## config.mk

```make
export PLATFORM = sky130hd
export DESIGN_NAME = instruction_sequencer_flat
export DESIGN_NICKNAME = d
export VERILOG_FILES = /design/src/rtl/instruction_sequencer_if.sv /design/src/rtl/instruction_sequencer.sv /design/src/flat_wrapper.sv
export SDC_FILE = /design/constraint.sdc
export NUM_CORES = 1
export LEC_CHECK = 0
export BUFFER_PORTS_ARGS = -buffer_cell sky130_fd_sc_hd__buf_4
export CELL_PAD_IN_SITES_DETAIL_PLACEMENT = 0
export CELL_PAD_IN_SITES_GLOBAL_PLACEMENT = 1
export CORE_MARGIN = 1
export CORE_UTILIZATION = 34
export DETAILED_ROUTE_END_ITERATION = 10
export HOLD_SLACK_MARGIN = 0.1
export PLACE_DENSITY_LB_ADDON = 0.1
export SYNTH_ARGS = -nofsm -noshare
export SYNTH_HDL_FRONTEND = slang
export SYNTH_SLANG_ARGS = --single-unit
```

## constraint.sdc

```tcl
create_clock -name clock -period 3.55 [get_ports clock]
set_clock_uncertainty 0.15 [all_clocks]
set_input_delay 0.71 -clock clock [delete_from_list [all_inputs] [get_ports clock]]
set_output_delay 0.71 -clock clock [all_outputs]
set_load 0.03 [all_outputs]
```

## src/rtl/instruction_sequencer_if.sv

```systemverilog
// Byte-wide memory port shared by instruction fetch and data access.
// The sequencer is the master; the memory (or arbiter) is the slave.
interface instruction_sequencer_if;
    logic [7:0] mem_addr;
    logic       mem_read;
    logic       mem_write;
    logic [7:0] mem_wdata;
    logic [7:0] mem_rdata;
    logic       mem_ready;

    modport master (
        output mem_addr, mem_read, mem_write, mem_wdata,
        input  mem_rdata, mem_ready
    );

    modport slave (
        input  mem_addr, mem_read, mem_write, mem_wdata,
        output mem_rdata, mem_ready
    );
endinterface

```

## src/rtl/instruction_sequencer.sv

```systemverilog
// Multi-cycle fetch/decode/execute controller for the 8-bit core.
// Owns the zero flag and is the only source of program-counter advance.
module instruction_sequencer (
    input  logic                            clock,
    input  logic                            reset,
    input  logic                            start,
    input  logic [7:0]                      pc_address,
    output logic                            pc_enable,
    output logic                            pc_jump,
    output logic                            pc_jz,
    output logic [7:0]                      pc_target,
    output logic                            zero_flag,
    instruction_sequencer_if.master         bus,
    output logic [3:0]                      rf_rd_addr,
    output logic [3:0]                      rf_rs_addr,
    input  logic [7:0]                      rf_rd_data,
    output logic                            rf_we,
    output logic [7:0]                      rf_wdata,
    output logic [1:0]                      alu_op,
    input  logic [7:0]                      alu_result,
    input  logic                            alu_zero,
    output logic                            halted,
    output logic                            illegal
);

    typedef enum logic [2:0] {
        S_IDLE, S_FETCH_HI, S_FETCH_LO, S_DECODE, S_EXEC, S_MEM, S_HALT
    } state_t;

    localparam logic [3:0] OP_NOP   = 4'h0;
    localparam logic [3:0] OP_LDI   = 4'h1;
    localparam logic [3:0] OP_LOAD  = 4'h2;
    localparam logic [3:0] OP_STORE = 4'h3;
    localparam logic [3:0] OP_JMP   = 4'h8;
    localparam logic [3:0] OP_JZ    = 4'h9;
    localparam logic [3:0] OP_HALT  = 4'hF;

    state_t      state, state_n;
    logic [15:0] ir;
    logic        ir_hi_ld, ir_lo_ld, zf_ld, ill_set;
    logic [3:0]  opcode;
    logic        is_alu;

    assign opcode     = ir[15:12];
    assign is_alu     = (opcode[3:2] == 2'b01);
    assign pc_target  = ir[7:0];
    assign rf_rd_addr = ir[11:8];
    assign rf_rs_addr = ir[3:0];
    assign halted     = (state == S_HALT);

    always_ff @(posedge clock or posedge reset) begin
        if (reset) begin
            state     <= S_IDLE;
            ir        <= 16'h0000;
            zero_flag <= 1'b0;
            illegal   <= 1'b0;
        end else begin
            state <= state_n;
            if (ir_hi_ld) ir[15:8] <= bus.mem_rdata;
            if (ir_lo_ld) ir[7:0]  <= bus.mem_rdata;
            if (zf_ld)    zero_flag <= alu_zero;
            if (ill_set)  illegal   <= 1'b1;
        end
    end

    // All strobes are decoded from the registered state, so an async reset
    // drops them in the same instant it forces IDLE.
    always_comb begin
        state_n       = state;
        ir_hi_ld      = 1'b0;
        ir_lo_ld      = 1'b0;
        zf_ld         = 1'b0;
        ill_set       = 1'b0;
        pc_enable     = 1'b0;
        pc_jump       = 1'b0;
        pc_jz         = 1'b0;
        bus.mem_addr  = 8'h00;
        bus.mem_read  = 1'b0;
        bus.mem_write = 1'b0;
        bus.mem_wdata = 8'h00;
        rf_we         = 1'b0;
        rf_wdata      = 8'h00;
        alu_op        = 2'b00;
        case (state)
            S_IDLE: if (start) state_n = S_FETCH_HI;
            S_FETCH_HI: begin
                bus.mem_read = 1'b1;
                bus.mem_addr = pc_address;
                if (bus.mem_ready) begin
                    ir_hi_ld = 1'b1;
                    state_n  = S_FETCH_LO;
                end
            end
            S_FETCH_LO: begin
                bus.mem_read = 1'b1;
                bus.mem_addr = pc_address + 8'd1;
                if (bus.mem_ready) begin
                    ir_lo_ld = 1'b1;
                    state_n  = S_DECODE;
                end
            end
            S_DECODE: state_n = S_EXEC;
            S_EXEC: begin
                if (is_alu) begin
                    alu_op    = opcode[1:0];
                    rf_we     = 1'b1;
                    rf_wdata  = alu_result;
                    zf_ld     = 1'b1;
                    pc_enable = 1'b1;
                    state_n   = S_FETCH_HI;
                end else begin
                    case (opcode)
                        OP_NOP: begin
                            pc_enable = 1'b1;
                            state_n   = S_FETCH_HI;
                        end
                        OP_LDI: begin
                            rf_we     = 1'b1;
                            rf_wdata  = ir[7:0];
                            pc_enable = 1'b1;
                            state_n   = S_FETCH_HI;
                        end
                        OP_LOAD, OP_STORE: state_n = S_MEM;
                        OP_JMP: begin
                            pc_enable = 1'b1;
                            pc_jump   = 1'b1;
                            state_n   = S_FETCH_HI;
                        end
                        OP_JZ: begin
                            pc_enable = 1'b1;
                            pc_jz     = 1'b1;
                            state_n   = S_FETCH_HI;
                        end
                        OP_HALT: state_n = S_HALT;
                        default: begin
                            ill_set = 1'b1;
                            state_n = S_HALT;
                        end
                    endcase
                end
            end
            S_MEM: begin
                bus.mem_addr = ir[7:0];
                if (opcode == OP_LOAD) begin
                    bus.mem_read = 1'b1;
                end else begin
                    bus.mem_write = 1'b1;
                    bus.mem_wdata = rf_rd_data;
                end
                if (bus.mem_ready) begin
                    pc_enable = 1'b1;
                    if (opcode == OP_LOAD) begin
                        rf_we    = 1'b1;
                        rf_wdata = bus.mem_rdata;
                    end
                    state_n = S_FETCH_HI;
                end
            end
            S_HALT: state_n = S_HALT;
            default: state_n = S_IDLE;
        endcase
    end

endmodule

```

## src/flat_wrapper.sv

```systemverilog
// flat-port wrapper written by rule: the top's interface ports become plain ports
module instruction_sequencer_flat 
  (clock, reset, start, pc_address, pc_enable, pc_jump, pc_jz, pc_target, zero_flag, rf_rd_addr, rf_rs_addr, rf_rd_data, rf_we, rf_wdata, alu_op, alu_result, alu_zero, halted, illegal, bus_mem_addr, bus_mem_read, bus_mem_write, bus_mem_wdata, bus_mem_rdata, bus_mem_ready);
  instruction_sequencer_if bus_i ();
  input  logic clock;
  input  logic reset;
  input  logic start;
  input  logic [7:0] pc_address;
  output logic pc_enable;
  output logic pc_jump;
  output logic pc_jz;
  output logic [7:0] pc_target;
  output logic zero_flag;
  output logic [3:0] rf_rd_addr;
  output logic [3:0] rf_rs_addr;
  input  logic [7:0] rf_rd_data;
  output logic rf_we;
  output logic [7:0] rf_wdata;
  output logic [1:0] alu_op;
  input  logic [7:0] alu_result;
  input  logic alu_zero;
  output logic halted;
  output logic illegal;
  output wire logic [$bits(bus_i.mem_addr)-1:0] bus_mem_addr;
  output wire logic [$bits(bus_i.mem_read)-1:0] bus_mem_read;
  output wire logic [$bits(bus_i.mem_write)-1:0] bus_mem_write;
  output wire logic [$bits(bus_i.mem_wdata)-1:0] bus_mem_wdata;
  input wire logic [$bits(bus_i.mem_rdata)-1:0] bus_mem_rdata;
  input wire logic [$bits(bus_i.mem_ready)-1:0] bus_mem_ready;
  assign bus_mem_addr = bus_i.mem_addr;
  assign bus_mem_read = bus_i.mem_read;
  assign bus_mem_write = bus_i.mem_write;
  assign bus_mem_wdata = bus_i.mem_wdata;
  assign bus_i.mem_rdata = bus_mem_rdata;
  assign bus_i.mem_ready = bus_mem_ready;
  instruction_sequencer u_core (.clock(clock), .reset(reset), .start(start), .pc_address(pc_address), .pc_enable(pc_enable), .pc_jump(pc_jump), .pc_jz(pc_jz), .pc_target(pc_target), .zero_flag(zero_flag), .bus(bus_i), .rf_rd_addr(rf_rd_addr), .rf_rs_addr(rf_rs_addr), .rf_rd_data(rf_rd_data), .rf_we(rf_we), .rf_wdata(rf_wdata), .alu_op(alu_op), .alu_result(alu_result), .alu_zero(alu_zero), .halted(halted), .illegal(illegal));
endmodule
```

# After elaboration in Yosys (flattened, before gate mapping)
# Index checks and enable logic that the tools add are counted.
# classes
muxes,42
eq_ne,17
n_reduce_logical,7
n_addsub,1
# op_table
cell,n
$mux W8,6
$pmux W8 S3,1
$mux W1,22
$pmux W3 S7,1
$pmux W8 S2,1
$mux W3,5
$eq A4 B4 Y1 const B,3
$eq A3 B3 Y1 const B,3
$add A8 B1 Y8 const B,1
$eq A4 B2 Y1 const B,2
$ne A2 B2 Y1 const B,4
$reduce_or A7 Y1,1
$eq A3 B2 Y1 const B,2
$pmux W1 S2,3
$pmux W3 S2,1
$eq A4 B1 Y1 const B,1
$logic_not A4 Y1,1
$mux W2,2
$reduce_and A4 Y1,1
$reduce_or A2 Y1,2
$reduce_or A4 Y1,1
$eq A3 B1 Y1 const B,1
$logic_not A3 Y1,1
$eq A2 B1 Y1 const B,1
# word_totals
in_bits,37
register_bits,21
out_inout_bits,51

# Logic depth before layout (Yosys ltp)
# logic_depth
ltp_word,5
mapped_depth,6

# Least setup slack after synthesis
# Ideal clock, no wire load.
# synth_timing
path_type,reg-to-output
start,register u_core.state[1]
end,output port pc_jump
slack_ns,0.817
path_buffers,1
required_ns,2.690
arrival_time_ns,1.873
path_stages_with_launch,6
path_cell_list,dfrtp_1 -> buf_2 -> nand2b_1 -> nor2_1 -> nand2_1 -> nor4_1
# synth_via
elab_chain_cells,2
# synth_rtl
element,line,rtl
from (decl),instruction_sequencer.sv:38,"state_t state, state_n;"
from (signal assigned),instruction_sequencer.sv:58,state <= state_n;
$eq A3 B3 Y1,instruction_sequencer.sv:84,case (state)
$mux W1,instruction_sequencer.sv:84,
to (decl),flat_wrapper.sv:10,output logic pc_jump;
# No other way between the ends.

# Final worst setup path
# layout_timing
start,register u_core.state[2]
end,output port rf_wdata[0]
# layout_via
elab_chain_cells,2
# layout_rtl
element,line,rtl
$eq A3 B3 Y1,instruction_sequencer.sv:84,
$pmux W8 S2 (*),instruction_sequencer.sv:84,
to (decl),flat_wrapper.sv:18,output logic [7:0] rf_wdata;
# Mark *: on every way between the ends. The rest lies on a longest branch, timed or not.

==> flow_summary_export.csv <==
group,metric,value,unit
synth,synth-edff-count,0,
global_route,grt.busiest_layer,"met2",
floorplan,rows,24,
clocking,clk_pin_slew,80,ps
synth,netlist_area,0.001603,mm2
sta,hold_slack,336.9,ps
global_route,grt_pass1_wl,7.258,mm
clocking,cts_tree,"done",
floorplan,die-height,70.66,um
floorplan,die_x,70.66,um
sta,fin_crit_sh,89.92,%
sta,setup_tns,0,ps
finish,nNetsFinal,274,
global_route,grt_use_met3,3.846,%
clocking,cts_buffer_depth,2,
placed_design,place_hpwl,3.446,mm
detailed_routing,dr.first_iter.drc_count,76,
finish,fin_cells,287,
placed_design,portBuffers,87,
power_and_ir_drop,power_density,865.5,mW/mm2
detailed_routing,via_count,1455,
detailed_routing,routed_wl,4.448,mm
power_and_ir_drop,p_seq_share,29.6,%
synth,synth_cell_types,37,
placed_design,gp_congestion,0.7751,
critical_path,cp-end-kind,"output pin",
run,maxCapViolations,0,
sta,period_needed,3192,ps
power_and_ir_drop,switching_share,51.00,%
floorplan,dieArea,0.004993,mm2
sta,finalWorstSetupSlack,357.9,ps
finish,layout-drive-gt1-share,48.51,%
detailed_routing,avgRoutedWirePerCell,15.50,um
floorplan,ios,88,
clocking,cts_max_level,1,
power_and_ir_drop,power.switching,971.5,uW
synth,synth_cells,168,
global_route,grt-ovfl-total,0,
synth,synth.top_cell.area_share,32.79,%
detailed_routing,postRouteAntennaNets,0,
critical_path,worstPathRequired,2690,ps
synth,synth_common_cells,"dfrtp_1, buf_4, mux2_2",
clocking,ctsResizeCount,0,
sta,timing_hold_violations_final,0,
finish,final_core_util,49.52,%
placed_design,post-place-ws,653.3,ps
placed_design,dp.cells,283,
sta,rsz0062_at_grt,"no",
detailed_routing,viasPerCell,5.070,
synth,yosys_register_bits,21,
detailed_routing,dr.pass1.iters,7,
synth,syn_nets,206,
synth,synthMostInstantiatedCell,"dfrtp_1",
clocking,cts_setup_buffers,0,
finish,area_delta_synth_final,37.31,%
clocking,ctsHoldBuffers,0,
sta,max_slew_margin,45.48,%
critical_path,crit_fanout,18,
synth,syn_avg_cell_area,9.540,um2
clocking,numClockSinks,21,
floorplan,start_util,36.06,%
global_route,grt_max_degree,22,
min_path,hold_class,"flip-flop to flip-flop",
critical_path,critPathArrivalTime,2330,ps
synth,synthTopCellsByArea,"dfrtp_1, mux2_2, buf_4, mux2i_1, and2_1",
clocking,clock_latency,260,ps
detailed_routing,drc_errors,4,
sta,fmax,313.3,MHz
global_route,use_met2,34.74,%
synth,ys.flop_type,"dfrtp_1",
global_route,grtUsageTotal,18.47,%
global_route,grt_use_met1,21.88,%
power_and_ir_drop,comb_power_share,62.0,%
global_route,grt_pass1_vias,1428,
critical_path,startpoint_type,"flip-flop",
sta,worstMarginPinSlew,816.9,ps
synth,ys_warn_count,0,
sta,drv_slew,0,
synth,async_reset_ff_share,100.0,%
clocking,cts_buffers,3,
sta,finalSetupViolCount,0,
outcome,outcome,"finished, violations left",
power_and_ir_drop,intPower,933.4,uW
critical_path,worst-setup-path-type,"flip-flop to output pin",
outcome,violations,"DRC",
synth,synth_top_area_cell,"dfrtp_1",
power_and_ir_drop,leakagePower,0.001110,uW
synth,synth_seq_area_share,32.79,%
power_and_ir_drop,vdd_ir_drop_max,0.0004126,V
floorplan,coreArea,0.004444,mm2
global_route,antenna_found_initial,0,
clocking,root_buffer,"clkbuf_8",
finish,diodes,0,
power_and_ir_drop,clock_power_share,8.4,%
[logic make-up (layout without fill, tap and decap cells)]
kind of cell,Yosys count,after routing,share of synthesized area (%)
flops,21,21,32.79
compound gates,29,29,13.19
mux,25,25,16.94
simple gates,50,50,19.59
fa+ha+maj,1,1,0.7805
xor+xnor,7,7,3.825
buf+inv,35,102,12.88
[cell usage in the layout, fill, tap and decap left out, drive strengths merged, types with 2 or more instances in the layout]
cell type   n
buf        87
a21oi       2
and3        3
inv        11
nor2        7
mux2i       8
nor3        2
nor4b       2
nand2      14
a222oi      5
clkbuf      4
o22ai       8
o21ai       4
nand3       3
and2       10
nor2b       2
xor2        6
a22oi       3
dfrtp      21
nand2b      3
mux2       17
[stage by stage]
stage / power (uW) / cell area, um2
global route: 2020 / 2201
CTS: 1924 / 2201
finish: 1905 / 2201
global placement: 1736 / 2156
floorplan: 1451 / 1603
detailed placement: 1759 / 2156
[worst paths after layout]
| path | cells past startpoint | slack, ps | start | to |
|---|---|---|---|---|
| setup / recovery | 5 | 360 | u_core.state[2] | rf_wdata[0] |
| hold / removal | 1 | 340 | u_core.illegal | u_core.illegal |
| setup reg to reg | 3 | 1220 | u_core.state[2] | u_core.zero_flag |
| hold reg to reg | 1 | 340 | u_core.illegal | u_core.illegal |
| max in group asynchronous | 2 | 2290 | reset | u_core.ir[9] |
| min in group asynchronous | 2 | 460 | reset | u_core.ir[11] |
[power groups by stage]
| stage | logic [uW] | clock network, uW | registers, uW |
|---|---|---|---|
| after global placement | 1180 | 0 | 561 |
| after detailed placement | 1190 | 0 | 570 |
| after CTS | 1190 | 166 | 566 |
| after global routing | 1250 | 178 | 590 |
| after floorplan | 977 | 0 | 474 |
| final | 1180 | 160 | 563 |
[per-layer routing]
metal,up-vias,part of all wire [%]
met2,46,54
li1,715,-
met3,2,5.5
met1,692,40
met4,0,0.43
met5,-,0
[registers in the layout, summed over array words and instances (netlist names)]
signal            cells
u_core.zero_flag      1
u_core.ir            16
u_core.illegal        1
u_core.state          3
[cell type report]
class	instances	area, um2
clock buffers	4	45.04
fillers	434	2243
inverters	11	41.29
multi-input cells	112	870.8
flip-flops and latches	21	525.5
well taps	52	65.06
repair buffers	87	653.1
[worst max-delay path: stages, from the launching register on]
cell      delay, ps
dfrtp_1         810
nor4b_2         460
and3_1          410
a222oi_1        150
inv_1            80
buf_4           150
(Power assumes the default switching activity.)
